### src/rtl/mem_pkg.sv
// mem_pkg: shared FSM encoding, default widths and
// address-split helpers for the CPU-to-Avalon word bridge.
package mem_pkg;

  typedef enum logic [1:0] {
    S_IDLE = 2'd0,
    S_WR   = 2'd1,
    S_RD   = 2'd2,
    S_RDW  = 2'd3
  } state_t;

  localparam int DEF_RAM_ADDR_W  = 26;
  localparam int DEF_RAM_DATA_W  = 128;
  localparam int DEF_ADDR_W      = 32;
  localparam int DEF_DATA_W      = 32;
  localparam int DEF_TIMEOUT_CYC = 1023;

  function automatic int off_bits(input int ram_data_w);
    return $clog2(ram_data_w / 8);
  endfunction

  function automatic int wb_bits(input int data_w);
    return $clog2(data_w / 8);
  endfunction

endpackage

### src/rtl/avl_lane_mux.sv
// avl_lane_mux: places a CPU word into its lane of a wide beat
// (replicated data, shifted byteenable) and extracts a lane on reads.
module avl_lane_mux
  import mem_pkg::*;
#(
  parameter int RAM_DATA_W = DEF_RAM_DATA_W,
  parameter int DATA_W     = DEF_DATA_W,
  parameter int LW         = 2
) (
  input  logic [LW-1:0]           wr_lane,
  input  logic [DATA_W-1:0]       wdata,
  input  logic [DATA_W/8-1:0]     be,
  input  logic [LW-1:0]           rd_lane,
  input  logic [RAM_DATA_W-1:0]   rbeat,
  output logic [RAM_DATA_W-1:0]   wbeat,
  output logic [RAM_DATA_W/8-1:0] wbe,
  output logic [DATA_W-1:0]       rdata
);

  localparam int LANES = RAM_DATA_W / DATA_W;
  localparam int BEW   = DATA_W / 8;
  localparam int RBEW  = RAM_DATA_W / 8;

  always_comb begin
    wbeat = {LANES{wdata}};
    wbe   = RBEW'(be) << (int'(wr_lane) * BEW);
    rdata = rbeat[int'(rd_lane) * DATA_W +: DATA_W];
  end

endmodule

### src/rtl/avl_word_bridge.sv
// avl_word_bridge: single-outstanding CPU word port to wide Avalon-MM.
// Optional read-response timeout: define READ_TIMEOUT_EN.
module avl_word_bridge
  import mem_pkg::*;
#(
  parameter int RAM_ADDR_W  = DEF_RAM_ADDR_W,
  parameter int RAM_DATA_W  = DEF_RAM_DATA_W,
  parameter int ADDR_W      = DEF_ADDR_W,
  parameter int DATA_W      = DEF_DATA_W,
  parameter int TIMEOUT_CYC = DEF_TIMEOUT_CYC
) (
  input  logic                    iCLK,
  input  logic                    iRST,
  input  logic                    mem_req,
  input  logic                    mem_we,
  input  logic [ADDR_W-1:0]       mem_addr,
  input  logic [DATA_W/8-1:0]     mem_be,
  input  logic [DATA_W-1:0]       mem_wdata,
  output logic                    mem_busy,
  output logic                    mem_done,
  output logic [DATA_W-1:0]       mem_rdata,
  output logic                    mem_err,
  input  logic                    avl_wait,
  input  logic                    avl_readdatavalid,
  input  logic [RAM_DATA_W-1:0]   avl_readdata,
  output logic [RAM_ADDR_W-1:0]   avl_address,
  output logic                    avl_read,
  output logic                    avl_write,
  output logic [RAM_DATA_W-1:0]   avl_writedata,
  output logic [RAM_DATA_W/8-1:0] avl_byteenable
);

  localparam int OFF   = off_bits(RAM_DATA_W);
  localparam int WB    = wb_bits(DATA_W);
  localparam int LANES = RAM_DATA_W / DATA_W;
  localparam int LW    = (LANES > 1) ? $clog2(LANES) : 1;

  state_t state_q, state_d;

  logic                    accept;
  logic                    done_d;
  logic                    rd_load;
  logic [LW-1:0]           lane_in;
  logic [LW-1:0]           lane_q;
  logic [RAM_DATA_W-1:0]   wbeat;
  logic [RAM_DATA_W/8-1:0] wbe;
  logic [DATA_W-1:0]       rd_word;

  if (LANES > 1) begin : g_lane
    assign lane_in = mem_addr[OFF-1:WB];
  end else begin : g_nolane
    assign lane_in = '0;
  end

  avl_lane_mux #(
    .RAM_DATA_W(RAM_DATA_W),
    .DATA_W    (DATA_W),
    .LW        (LW)
  ) u_mux (
    .wr_lane(lane_in),
    .wdata  (mem_wdata),
    .be     (mem_be),
    .rd_lane(lane_q),
    .rbeat  (avl_readdata),
    .wbeat  (wbeat),
    .wbe    (wbe),
    .rdata  (rd_word)
  );

  // A done pulse still marks the request as finishing.
  assign accept = (state_q == S_IDLE) && mem_req && !mem_done;

`ifdef READ_TIMEOUT_EN
  localparam int CW = $clog2(TIMEOUT_CYC + 1);

  logic [CW-1:0] cnt_q;
  logic          to_hit;
  logic          err_d;

  assign to_hit = ((state_q == S_RD) || (state_q == S_RDW))
                  && (cnt_q == CW'(TIMEOUT_CYC - 1));

  always_ff @(posedge iCLK or posedge iRST) begin
    if (iRST) begin
      cnt_q   <= '0;
      mem_err <= 1'b0;
    end else begin
      mem_err <= err_d;
      if (accept)
        cnt_q <= '0;
      else if ((state_q == S_RD) || (state_q == S_RDW))
        cnt_q <= cnt_q + CW'(1);
    end
  end
`else
  logic unused_cfg;
  assign unused_cfg = ^{32'(TIMEOUT_CYC)};
  assign mem_err    = 1'b0;
`endif

  logic unused_addr;
  assign unused_addr = ^mem_addr;

  always_comb begin
    state_d = state_q;
    done_d  = 1'b0;
    rd_load = 1'b0;
`ifdef READ_TIMEOUT_EN
    err_d   = 1'b0;
`endif
    unique case (state_q)
      S_IDLE: begin
        if (accept)
          state_d = mem_we ? S_WR : S_RD;
      end
      S_WR: begin
        if (!avl_wait) begin
          state_d = S_IDLE;
          done_d  = 1'b1;
        end
      end
      S_RD: begin
        if (!avl_wait)
          state_d = S_RDW;
`ifdef READ_TIMEOUT_EN
        if (to_hit) begin
          state_d = S_IDLE;
          done_d  = 1'b1;
          err_d   = 1'b1;
        end
`endif
      end
      S_RDW: begin
        if (avl_readdatavalid) begin
          state_d = S_IDLE;
          done_d  = 1'b1;
          rd_load = 1'b1;
        end
`ifdef READ_TIMEOUT_EN
        else if (to_hit) begin
          state_d = S_IDLE;
          done_d  = 1'b1;
          err_d   = 1'b1;
        end
`endif
      end
      default: state_d = S_IDLE;
    endcase
  end

  always_ff @(posedge iCLK or posedge iRST) begin
    if (iRST)
      state_q <= S_IDLE;
    else
      state_q <= state_d;
  end

  always_ff @(posedge iCLK or posedge iRST) begin
    if (iRST) begin
      mem_busy       <= 1'b0;
      mem_done       <= 1'b0;
      mem_rdata      <= '0;
      avl_address    <= '0;
      avl_read       <= 1'b0;
      avl_write      <= 1'b0;
      avl_writedata  <= '0;
      avl_byteenable <= '0;
      lane_q         <= '0;
    end else begin
      mem_done <= done_d;
      if ((state_q != S_IDLE) && (state_d != state_q)) begin
        avl_write <= 1'b0;
        avl_read  <= 1'b0;
      end
      if (done_d)
        mem_busy <= 1'b0;
      if (rd_load)
        mem_rdata <= rd_word;
      if (accept) begin
        mem_busy       <= 1'b1;
        avl_address    <= mem_addr[OFF+RAM_ADDR_W-1:OFF];
        lane_q         <= lane_in;
        avl_writedata  <= wbeat;
        avl_byteenable <= mem_we ? wbe : '1;
        avl_write      <= mem_we;
        avl_read       <= !mem_we;
      end
    end
  end

endmodule
### config.mk
export PLATFORM = sky130hd
export DESIGN_NAME = avl_word_bridge
export DESIGN_NICKNAME = d
export VERILOG_FILES = /design/src/rtl/mem_pkg.sv /design/src/rtl/avl_lane_mux.sv /design/src/rtl/avl_word_bridge.sv
export SDC_FILE = /design/constraint.sdc
export NUM_CORES = 1
export LEC_CHECK = 0
export BUFFER_PORTS_ARGS = -buffer_cell sky130_fd_sc_hd__buf_2
export CORE_AREA = 2 2 158 160
export CTS_CLUSTER_SIZE = 12
export DETAILED_ROUTE_END_ITERATION = 12
export DIE_AREA = 0 0 160 162
export HOLD_SLACK_MARGIN = 0.15
export MAX_ROUTING_LAYER = met4
export RECOVER_POWER = 100
export SLEW_MARGIN = 30
export SYNTH_ARGS = -nofsm -noshare
export SYNTH_HDL_FRONTEND = slang
export SYNTH_SLANG_ARGS = --single-unit
### constraint.sdc
create_clock -name iCLK -period 6.2 [get_ports iCLK]
set_clock_uncertainty 0.15 [all_clocks]
set_input_delay 1.55 -clock iCLK [delete_from_list [all_inputs] [get_ports iCLK]]
set_output_delay 1.55 -clock iCLK [all_outputs]
set_load 0.05 [all_outputs]
Word-level counts from Yosys, hierarchy flattened
Index checks and enable logic that the tools add are counted.

Register bits after elaboration: 210. Latch bits: 0. Bits in writable memories: 0. ROM bits: 0. Input port bits: 202. Output and inout bits: 207. Memories kept: 0.

$add $sub $neg: 0. Multiply operators: 0. Divide/modulo/power cells: 0. Magnitude comparators: 0. Equality and inequality tests: 4. Shift operators: 2. Mux-type cells: 16. Bitwise gates (word level): 0. Reduce and logical (&&, ||, !) cells: 9.

Operators by type and width (number): 128-bit by 8-bit variable part select with 32-bit output (1); 16-bit 2-to-1 mux (1); 4-bit by 4-bit left shift with 16-bit output (1); 2-bit 2-to-1 mux (5); 1-bit 2-to-1 mux (8); 2-bit case mux with 4 select lines (1); 2-bit nonzero test (3); 2-bit == test (second input constant) (2); 1-bit logical AND (3); 2-bit by 1-bit == test with 1-bit output (second input constant) (1); 1-bit logical NOT (2); 2-bit logical NOT (1); 2-bit inequality test (1); 1-bit case mux with 2 select lines (1).

Logic depth before layout (Yosys ltp)
Depth after elaboration: 9. Depth in mapped cells: 6. Gate-level depth less buffers: 3.

Modules after synthesis
A second synthesis with hierarchy kept.

Cells, all modules: 1015. Area total of the unflattened synthesis: 9964.6 sq um.

By module, submodules not included: avl_word_bridge (instances 1, cells an instance 830, area an instance 8056.5 sq um, seq. area each 5255.0 sq um); avl_lane_mux (instances 1, cells an instance 185, area an instance 1908.1 sq um, seq. area each 0.0 sq um).

Least setup slack after synthesis
No wires, ideal clock.

Path kind: input to register. Start: input mem_req. End: register avl_writedata[104]. Setup time: 118 ps. Arrival: 2375 ps. Required time: 5932 ps. Path slack: 3557 ps. Stages on the path: 5. Path buffers: 2. Cell sequence: or4b_1 -> buf_6 -> buf_6 -> nand2_1 -> nand2_1.

Longest elaborated chain between the ends: 2.

RTL lines: start, declared (RTL line avl_word_bridge.sv:14) `input logic mem_req,`; 1-bit logical AND (2 in a row) (RTL line avl_word_bridge.sv:71) `assign accept = (state_q == S_IDLE) && mem_req && !mem_done;`; end signal, assigned (RTL line avl_word_bridge.sv:183) `avl_writedata <= wbeat;`; end, declared (RTL line avl_word_bridge.sv:29) `output logic [RAM_DATA_W-1:0] avl_writedata,`.

Every way passes these cells. A chain may end at the register's enable or synchronous reset.

Worst setup path in the final report
Start: input mem_req. End: register avl_address[25].

Longest elaborated chain between the ends: 2.

RTL lines: 1-bit logical AND (2 in a row) (RTL line avl_word_bridge.sv:71); end signal, assigned (RTL line avl_word_bridge.sv:181) `avl_address <= mem_addr[OFF+RAM_ADDR_W-1:OFF];`; end, declared (RTL line avl_word_bridge.sv:26) `output logic [RAM_ADDR_W-1:0] avl_address,`.

Every way passes these cells.

==> results.toml <==
[status]
outcome = "complete, but fails checks"
failed_checks = "capacitance limit, slew limit"

[final_layout]
drive_gt1_share_pct = 24.9
post-route-util_pct = 32.1
nets = 1129
area_growth_syn_to_layout_pct = 30.5
fillers = 2708
antennaDiodeCount = 0

[global_route]
grt_overflow = 0
grt_max_degree = 93
antenna_found_initial = 0
grt_pass1_wl_um = 26400
grt_usage_pct = 13.3
grt_pass1_vias = 5019

[synth]
synth_edf_count = 0
ys.flop_type = "dfrtp_1"
ys_top_cells_by_count = "225 x nand2_1, 114 x dfrtp_1, 97 x buf_4"
syn_area_per_cell_um2 = 9.35
synth_most_common_cell = "nand2_1"
syn_nets = 836
async_flop_share_pct = 100
synth.distinct_cells = 25
yosys.area.top_type = "dfrtp_1"
ys_seq_elements = 114
synth_area_leaders = "dfrtp_1 48%, nand2_1 14%, buf_4 12%"
synth_area_um2 = 5930
yosysWarningCount = 0
synth_top_area_share_pct = 48.1
ys_seq_area_share_pct = 48.1
synthCells = 634

[clock_network]
ctsHoldBuffers = 0
tritoncts = "done"
cts-htree-levels = 4
cts_setup_buffers = 0
clk-insertion-delay-late_ns = 0.40
numCtsBuffers = 17
cts_buffer_depth = 2
root_buffer = "clkbuf_16"
cts.sinks = 114
clk_pin_slew_worst_paths_ns = 0.06
cts-resized-gates = 0

[setup_path]
worstPathRequired_ns = 6.39
path_class = "in2reg"
worst-path-max-fanout = 59
crit_path_start_kind = "input pin"
crit_arrival_ns = 4.22
worst_setup_path_end_kind = "flop"

[floorplan]
start_util_pct = 24.6
rows = 57
core_um2 = 24100
die_w_um = 160
dieHeight_um = 162
die-area_um2 = 25900
io_pins = 409

[placement]
gp_congestion = 0.777
port_buffers = 403
hpwl_um = 12900
dp_slack_ns = 2.96

[min_path]
hold_path.class = "reg2reg"

[run]
maxCapViolCount = 3

[sta]
finalMaxSlewViolations = 162
maxSlewHeadroom_pct = -102
period_needed_ns = 4.04
fmax_mhz = 248
tightest_slew_ns = 3.02
worst_slack_ns = 2.16
holdWs_ns = 0.320
fin_crit_sh_pct = 65.1
finalSetupViolCount = 0
rsz0062_at_grt = "false"
setup_tns_ns = 0
hold_viol = 0

[detailed_routing]
drt_iter0_drc = 186
finalWirelength_um = 17500
vias_per_cell = 4.19
antenna_left = 0
avgRoutedWirePerCell_um = 13.9
dr.pass1.iters = 4
drc = 0
via_count = 5297
-- per-layer routing --
| layer | vias to the layer above | GRT usage, % | wire length [um] |
|---|---|---|---|
| met4 | 0 | 3.81 | 235 |
| met2 | 233 | 23.1 | 8920 |
| met3 | 15 | 3.17 | 1210 |
| met1 | 2454 | 15.4 | 7170 |
| met5 | - | - | 0 |
| li1 | 2595 | - | - |
-- sequential cells by signal, indices dropped and copies added (netlist names) --
name,cells
avl_address,26
avl_byteenable,16
avl_read,1
avl_write,1
avl_writedata,32
lane_q,2
mem_busy,1
mem_done,1
mem_rdata,32
state_q,2
-- final timing paths --
kind / startpoint / endpoint / slack [ns] / cells past startpoint
max in group asynchronous: iRST / lane_q[1] / 2.34 / 2
worst max register to register: state_q[0] / avl_address[25] / 2.90 / 4
worst max-delay path: mem_req / avl_address[25] / 2.16 / 5
worst min register to register: avl_address[5] / avl_address[5] / 0.32 / 2
min in group asynchronous: iRST / avl_writedata[95] / 1.84 / 2
worst min-delay path: avl_address[5] / avl_address[5] / 0.32 / 2
-- per-stage QoR --
| step | instances | area, um^2 |
|---|---|---|
| global route | 1264 | 7740 |
| finish | 1264 | 7740 |
| global placement | 1232 | 7460 |
| floorplan | 634 | 5930 |
| CTS | 1264 | 8020 |
| detailed placement | 1232 | 7460 |
-- logic make-up (layout without fill, tap and decap cells) --
kind of cell           Yosys count  after routing  share of synthesized area (%)
flip-flops                     114            114                           48.1
buffers and inverters          140            446                           16.4
AND/OR/NAND/NOR                261            261                           17.6
multiplexers                    64             64                           10.8
other                            1              1                         0.0632
AO/OA/AOI/OAI                   54             54                           7.03
-- worst max-delay path: stages --
cell      delay, ns
clkbuf_1       0.08
or4b_2         0.27
clkbuf_1       1.94
nand2_1        0.17
nand2_1        0.15
-- cell usage in the layout (no fill, tap or decap), types with 2 or more instances in the layout --
master / netlist / layout
mux2i_1: 64 / 64
clkbuf_1: 14 / 215
nor2_1: 17 / 17
clkinvlp_4: 0 / 4
nand2_1: 225 / 225
clkbuf_16: 0 / 17
buf_2: 17 / 193
nand3_1: 6 / 6
nand3b_1: 2 / 2
dfrtp_1: 114 / 113
buf_4: 97 / 4
o21ai_0: 3 / 3
inv_1: 4 / 3
nor2b_1: 2 / 2
clkinv_4: 0 / 5
nand4_1: 2 / 2
o221ai_1: 32 / 32
a31oi_1: 16 / 16
or3b_2: 3 / 3
-- final cells by class --
type                       count  area, um^2  share of cell area, %
timing repair buffer         410        1800                   23.3
sequential                   114        2860                   36.9
inverter                       4        16.3                  0.210
clock inverter                11         109                   1.41
tap                          324         405                   5.24
multi-input combinational    380        2100                   27.1
clock buffer                  21         450                   5.82
Power is not shown: default switching activity piles up to over one toggle a cycle in this logic, so the estimate is an artifact.
